**src/rtl/key_request_arbiter.sv**
```systemverilog
// key_request_arbiter
// Shares one 256-bit private-key generator among NUM_REQ crypto cores.
// A single key is buffered from the generator and handed to one requester
// at a time in round-robin order. Once that key is consumed, the generator
// is advanced with a one-cycle gen_ready pulse.
//
// state    | meaning
// ---------+-----------------------------------------------------------
// S_WAIT   | waiting for gen_key_valid; the stall timer runs only here
// S_SETTLE | key captured; waiting for gen_key_valid to drop
// S_ARB    | key buffered; picking the next requester round-robin
// S_GRANT  | key presented to the granted requester until ack or withdraw
// S_ADV    | gen_ready high for one cycle to advance the generator
module key_request_arbiter #(
  parameter int NUM_REQ        = 2,
  parameter int TIMEOUT_CYCLES = 16
) (
  input  logic               key_clk,
  input  logic               key_reset,
  input  logic [255:0]       gen_key,
  input  logic               gen_key_valid,
  output logic               gen_ready,
  input  logic [NUM_REQ-1:0] req,
  input  logic [NUM_REQ-1:0] ack,
  output logic [NUM_REQ-1:0] gnt,
  output logic [255:0]       key_out,
  output logic               key_out_valid,
  output logic [5:0]         key_count,
  output logic               key_wrap,
  output logic               err_timeout
);

  localparam int IDX_W = (NUM_REQ > 1) ? $clog2(NUM_REQ) : 1;
  localparam int TMR_W = $clog2(TIMEOUT_CYCLES + 1);
  localparam logic [TMR_W-1:0]   TMR_LOAD  = TMR_W'(TIMEOUT_CYCLES - 1);
  localparam logic [TMR_W-1:0]   TMR_ONE   = TMR_W'(1);
  localparam logic [IDX_W-1:0]   LAST_INIT = IDX_W'(NUM_REQ - 1);
  localparam logic [NUM_REQ-1:0] ONE_HOT0  = NUM_REQ'(1);

  typedef enum logic [2:0] {
    S_WAIT,
    S_SETTLE,
    S_ARB,
    S_GRANT,
    S_ADV
  } state_t;

  state_t           state;
  logic [255:0]     key_buf;
  logic [IDX_W-1:0] last;
  logic [IDX_W-1:0] gnt_idx;
  logic [TMR_W-1:0] tmr;

  logic             pick_found;
  logic [IDX_W-1:0] pick_idx;
  logic [IDX_W-1:0] cand;

  // Round-robin search starting just after the last consumer. The loop runs
  // from the farthest candidate to the nearest, so the nearest set request wins.
  always_comb begin
    pick_found = 1'b0;
    pick_idx   = '0;
    cand       = '0;
    for (int k = NUM_REQ; k >= 1; k--) begin
      cand = IDX_W'((int'(last) + k) % NUM_REQ);
      if (req[cand]) begin
        pick_found = 1'b1;
        pick_idx   = cand;
      end
    end
  end

  // Sequencer: key capture, grant/withdraw, generator advance, counters and flags.
  always_ff @(posedge key_clk) begin
    if (key_reset) begin
      state         <= S_WAIT;
      key_buf       <= '0;
      last          <= LAST_INIT;
      gnt_idx       <= '0;
      tmr           <= TMR_LOAD;
      gen_ready     <= 1'b0;
      gnt           <= '0;
      key_out       <= '0;
      key_out_valid <= 1'b0;
      key_count     <= '0;
      key_wrap      <= 1'b0;
      err_timeout   <= 1'b0;
    end else begin
      case (state)
        S_WAIT: begin
          if (gen_key_valid) begin
            key_buf <= gen_key;
            tmr     <= TMR_LOAD;
            state   <= S_SETTLE;
          end else if (tmr == '0) begin
            // Stall flagged; keep waiting and let software decide on recovery.
            err_timeout <= 1'b1;
            tmr         <= TMR_LOAD;
          end else begin
            tmr <= tmr - TMR_ONE;
          end
        end

        S_SETTLE: begin
          // The generator may hold valid for a second cycle; that cycle is not recaptured.
          if (!gen_key_valid) begin
            state <= S_ARB;
          end
        end

        S_ARB: begin
          if (pick_found) begin
            gnt           <= ONE_HOT0 << pick_idx;
            key_out       <= key_buf;
            key_out_valid <= 1'b1;
            gnt_idx       <= pick_idx;
            state         <= S_GRANT;
          end
        end

        S_GRANT: begin
          if (ack[gnt_idx]) begin
            // ack wins over a simultaneous req drop: the key counts as consumed.
            gnt           <= '0;
            key_out       <= '0;
            key_out_valid <= 1'b0;
            last          <= gnt_idx;
            key_count     <= key_count + 6'd1;
            if (key_count == 6'd63) begin
              key_wrap <= 1'b1;
            end
            gen_ready     <= 1'b1;
            state         <= S_ADV;
          end else if (!req[gnt_idx]) begin
            // Withdrawn: keep the buffered key and pointer, arbitrate again.
            gnt           <= '0;
            key_out       <= '0;
            key_out_valid <= 1'b0;
            state         <= S_ARB;
          end
        end

        S_ADV: begin
          gen_ready <= 1'b0;
          state     <= S_WAIT;
        end

        default: begin
          state <= S_WAIT;
        end
      endcase
    end
  end

endmodule

```
**config.mk**
```make
export PLATFORM = sky130hd
export DESIGN_NAME = key_request_arbiter
export DESIGN_NICKNAME = d
export VERILOG_FILES = /design/src/rtl/key_request_arbiter.sv
export SDC_FILE = /design/constraint.sdc
export NUM_CORES = 1
export LEC_CHECK = 0
export CORE_MARGIN = 5
export CORE_UTILIZATION = 27
export DETAILED_ROUTE_END_ITERATION = 6
export HOLD_SLACK_MARGIN = 0.03
export PLACE_DENSITY = 0.5
export SYNTH_ARGS = -nofsm -noshare
export SYNTH_HDL_FRONTEND = slang
export SYNTH_SLANG_ARGS = --single-unit
```
**constraint.sdc**
```tcl
create_clock -name key_clk -period 1.95 [get_ports key_clk]
set_input_delay 0.2925 -clock key_clk [delete_from_list [all_inputs] [get_ports key_clk]]
set_output_delay 0.2925 -clock key_clk [all_outputs]
set_load 0.02 [all_outputs]
```
==> metrics.txt <==
clock transition at the registers of the reported paths 0.06 ns; DP HPWL 50200 um; area delta synth->final 42.5%; CTS Buffer Depth 3; Final Wtd Congestion 0.781; fraction of the mapped netlist area in adder cells 0.122%; crit path max fanout 7; Clk Latency, worst-skew pair 0.59 ns; WL per Instance 21.1 um; vias per inst 5.17; Initial DRC Count 1238; period utilization 98.1%; Setup CP Type reg2reg; Post-DRT Antenna Nets 0; Root Buffer clkbuf_16; total grt overflow 0; crit-path cells or3b_4, or2_4, clkbuf_16, clkbuf_16, a41o_1; GRT Total Usage 17.5%; Fin. Hold Viols 0; fill cell count 7479; Post-Syn Nets 2439; Worst setup EP type register; Worst EP arrival 2.39 ns; Most Crowded Layer GR met2; Hold Startpoint key_reset; pre-CTS WS -0.234 ns; post-route cell area 0.0293 mm2; CP Launch Type register; Max Clock Freq 523 MHz; cell depth of the worst hold path 2; Clk pwr share 44.0%; slowest cell on the critical path or3b_4; worst r2r path cells 5; Seq pwr share 45.4%; post-synthesis compound-gate area fraction 19.7%; combinational share of power 10.6%; XOR/XNOR Fraction of Synth Area 0.0426%; Worst path max stage delay 0.46 ns; Post-synth top flop dfxtp_1; Seq/Total Area, Yosys 52.0%; Finish-stage setup viols 0; die area 0.0817 mm2; GR Layer Usage met2 28.7%; dpl cells 3520; CTS tree built; area post-placement 0.0270 mm2; Net Sw Frac 24.6%; most common cell after layout, fill and taps aside dfxtp_1; Setup Skew 0.0126 ns; worst vdd ir 626 uV; worst path required time 2.43 ns; TritonCTS Buffers 59; clk sinks 534; share of cells above drive strength 1 8.83%; register area 0.0107 mm2; Final Max Slew Viols 0; WHS Endpoint key_buf[3]; Mapped Cells 2174; initial antenna violation count 9; Vias 18.9k; reg-to-reg endpoint key_out[243]; Synth cell types 40; reg2reg start state[2]; share of flip-flops with an asynchronous set or reset 0%; Post-synth EDFFs 0; status complete, no violations; DRC 0; Nets 2878; setup tns final 0 ns; reg2reg setup slack 0.04 ns; final worst path period need 1.91 ns; mux share of post-synthesis cell area 0.213%; die height 286 um; Net Sw Power 0.00625 W; P_int 0.0191 W; first-pass GRT wire length 116000 um; number of global-route vias before repair 19.0k; final setup margin 0.0366 ns; Die X 286 um; area of the multi-input gates 0.00865 mm2; Post-Synth Simple-Gate Area 21.8%; I/O Buffers 530; HP Class in2reg; met1 Use GR 22.0%; critical path's most frequent cell clkbuf_16; largest net degree at the start of global routing 98; commonest non-fill, non-tap cells in the layout 531 x dfxtp_1, 513 x nand2_1, 456 x clkdlybuf4s50_1, 266 x a21oi_1, 257 x a41o_1; YS warnings 0; Seq cells post-synth 534; first-pass iteration count of the detailed router 5; drt total wl 76900 um; Static Leak 13.0 nW; largest family of logic cells by synthesized area simple AND/OR/NAND/NOR gates; Top Ports 531; total chip power 0.0254 W; H-tree depth 2; Core Area 0.0757 mm2; slew margin rel. 56.6%; Final Non-Filler Cells 3645; Netlist Area Pre-Place 0.0205 mm2; # rows 101; Power Density 867 mW/mm2; Initial Util 27.1%; GR Util met3 5.17%; Avg Cell Area, Syn 9.45 um2; Least-Margin Pin Slew 0.642 ns; Max-Cap Viols 0
==> logic make-up after synthesis <==
logic type / count (synthesis)
compound gates: 544
xor+xnor: 1
fa+ha+maj: 2
buf+inv: 271
flops: 534
mux: 4
simple gates: 818
==> worst max-delay path, delay by kind of cell, from the launching register on <==
kind,cells,cell delay (ns)
AND/OR/NAND/NOR,2,0.83
AO/OA/AOI/OAI,1,0.24
flip-flops,1,0.34
buffers and inverters,2,0.37
==> flip-flops by register name, indices dropped and copies added, names as in the netlist <==
name           flops
err_timeout        1
gen_ready          1
gnt                2
gnt_idx            1
key_buf          256
key_count          6
key_out          256
key_out_valid      1
key_wrap           1
last               1
state              3
tmr                5
==> cell usage after synthesis, drive strengths merged (3+ instances only) <==
cell    instances  area share, %
or3             4           0.12
nand3           8           0.19
nor4b         258             11
o31ai           5           0.18
a41o          257             13
and3            3          0.091
o21ai           9           0.22
nor2            7           0.13
nor3b           3           0.11
nor4            3          0.091
mux2            3           0.16
nand2         513            9.4
buf            81            2.7
clkbuf        184            3.4
a21oi         266            6.5
or2             3          0.091
dfxtp         534             52
inv             6           0.11
nor3            4          0.097
==> how the worst max path moves through the flow <==
stage / startpoint / to / slack [ns] / cells after the start
floorplan: state[1] / key_out[178] / 0.16 / 7
global placement: ack[1] / key_out[81] / -0.24 / 5
detailed placement: req[0] / key_out[137] / -0.23 / 5
CTS: key_out[82] / key_out[82] / 0.00003 / 1
global route: key_out[244] / key_out[244] / -0.01 / 1
finish: state[2] / key_out[243] / 0.04 / 5
==> power by group through the flow <==
stage               logic, W  clock network [W]  registers [W]
global route         0.00292             0.0120         0.0116
finish               0.00269             0.0112         0.0115
floorplan            0.00130                  0         0.0118
CTS                  0.00269             0.0115         0.0115
global placement     0.00264                  0         0.0117
detailed placement   0.00267                  0         0.0118
==> timing repair <==
item / CTS / global route
hold endpoints to repair: 0 / 0
setup endpoints to repair: 130 / 184
pin swaps: 2 / 3
cloned: 1 / 6
resized for setup: 51 / 37
hold buffers: 0 / 0
setup buffers: 3 / 1
==> through the flow <==
step	utilization, %	hold slack (ns)
2_1_floorplan	-	0.428
3_3_place_gp	35.7	0.437
3_5_place_dp	35.7	0.442
4_1_cts	38.3	0.0847
5_1_grt	38.7	0.102
6_report	38.7	0.105
==> layout make-up <==
type	count	share of cell area, %
Sequential cell	534	36.5
Antenna cell	5	0.0427
Timing Repair Buffer	643	22.9
Clock buffer	90	6.16
Tap cell	978	4.18
Clock inverter	20	0.581
Inverter	6	0.103
Multi-Input combinational cell	1369	29.5
==> routing by layer <==
metal | wire length (um) | part of all wire (%)
met1 | 32700 | 43
met2 | 36300 | 47
met3 | 5600 | 7.3
met4 | 2220 | 2.9
met5 | 34 | 0.044
(Power assumes the default switching activity.)
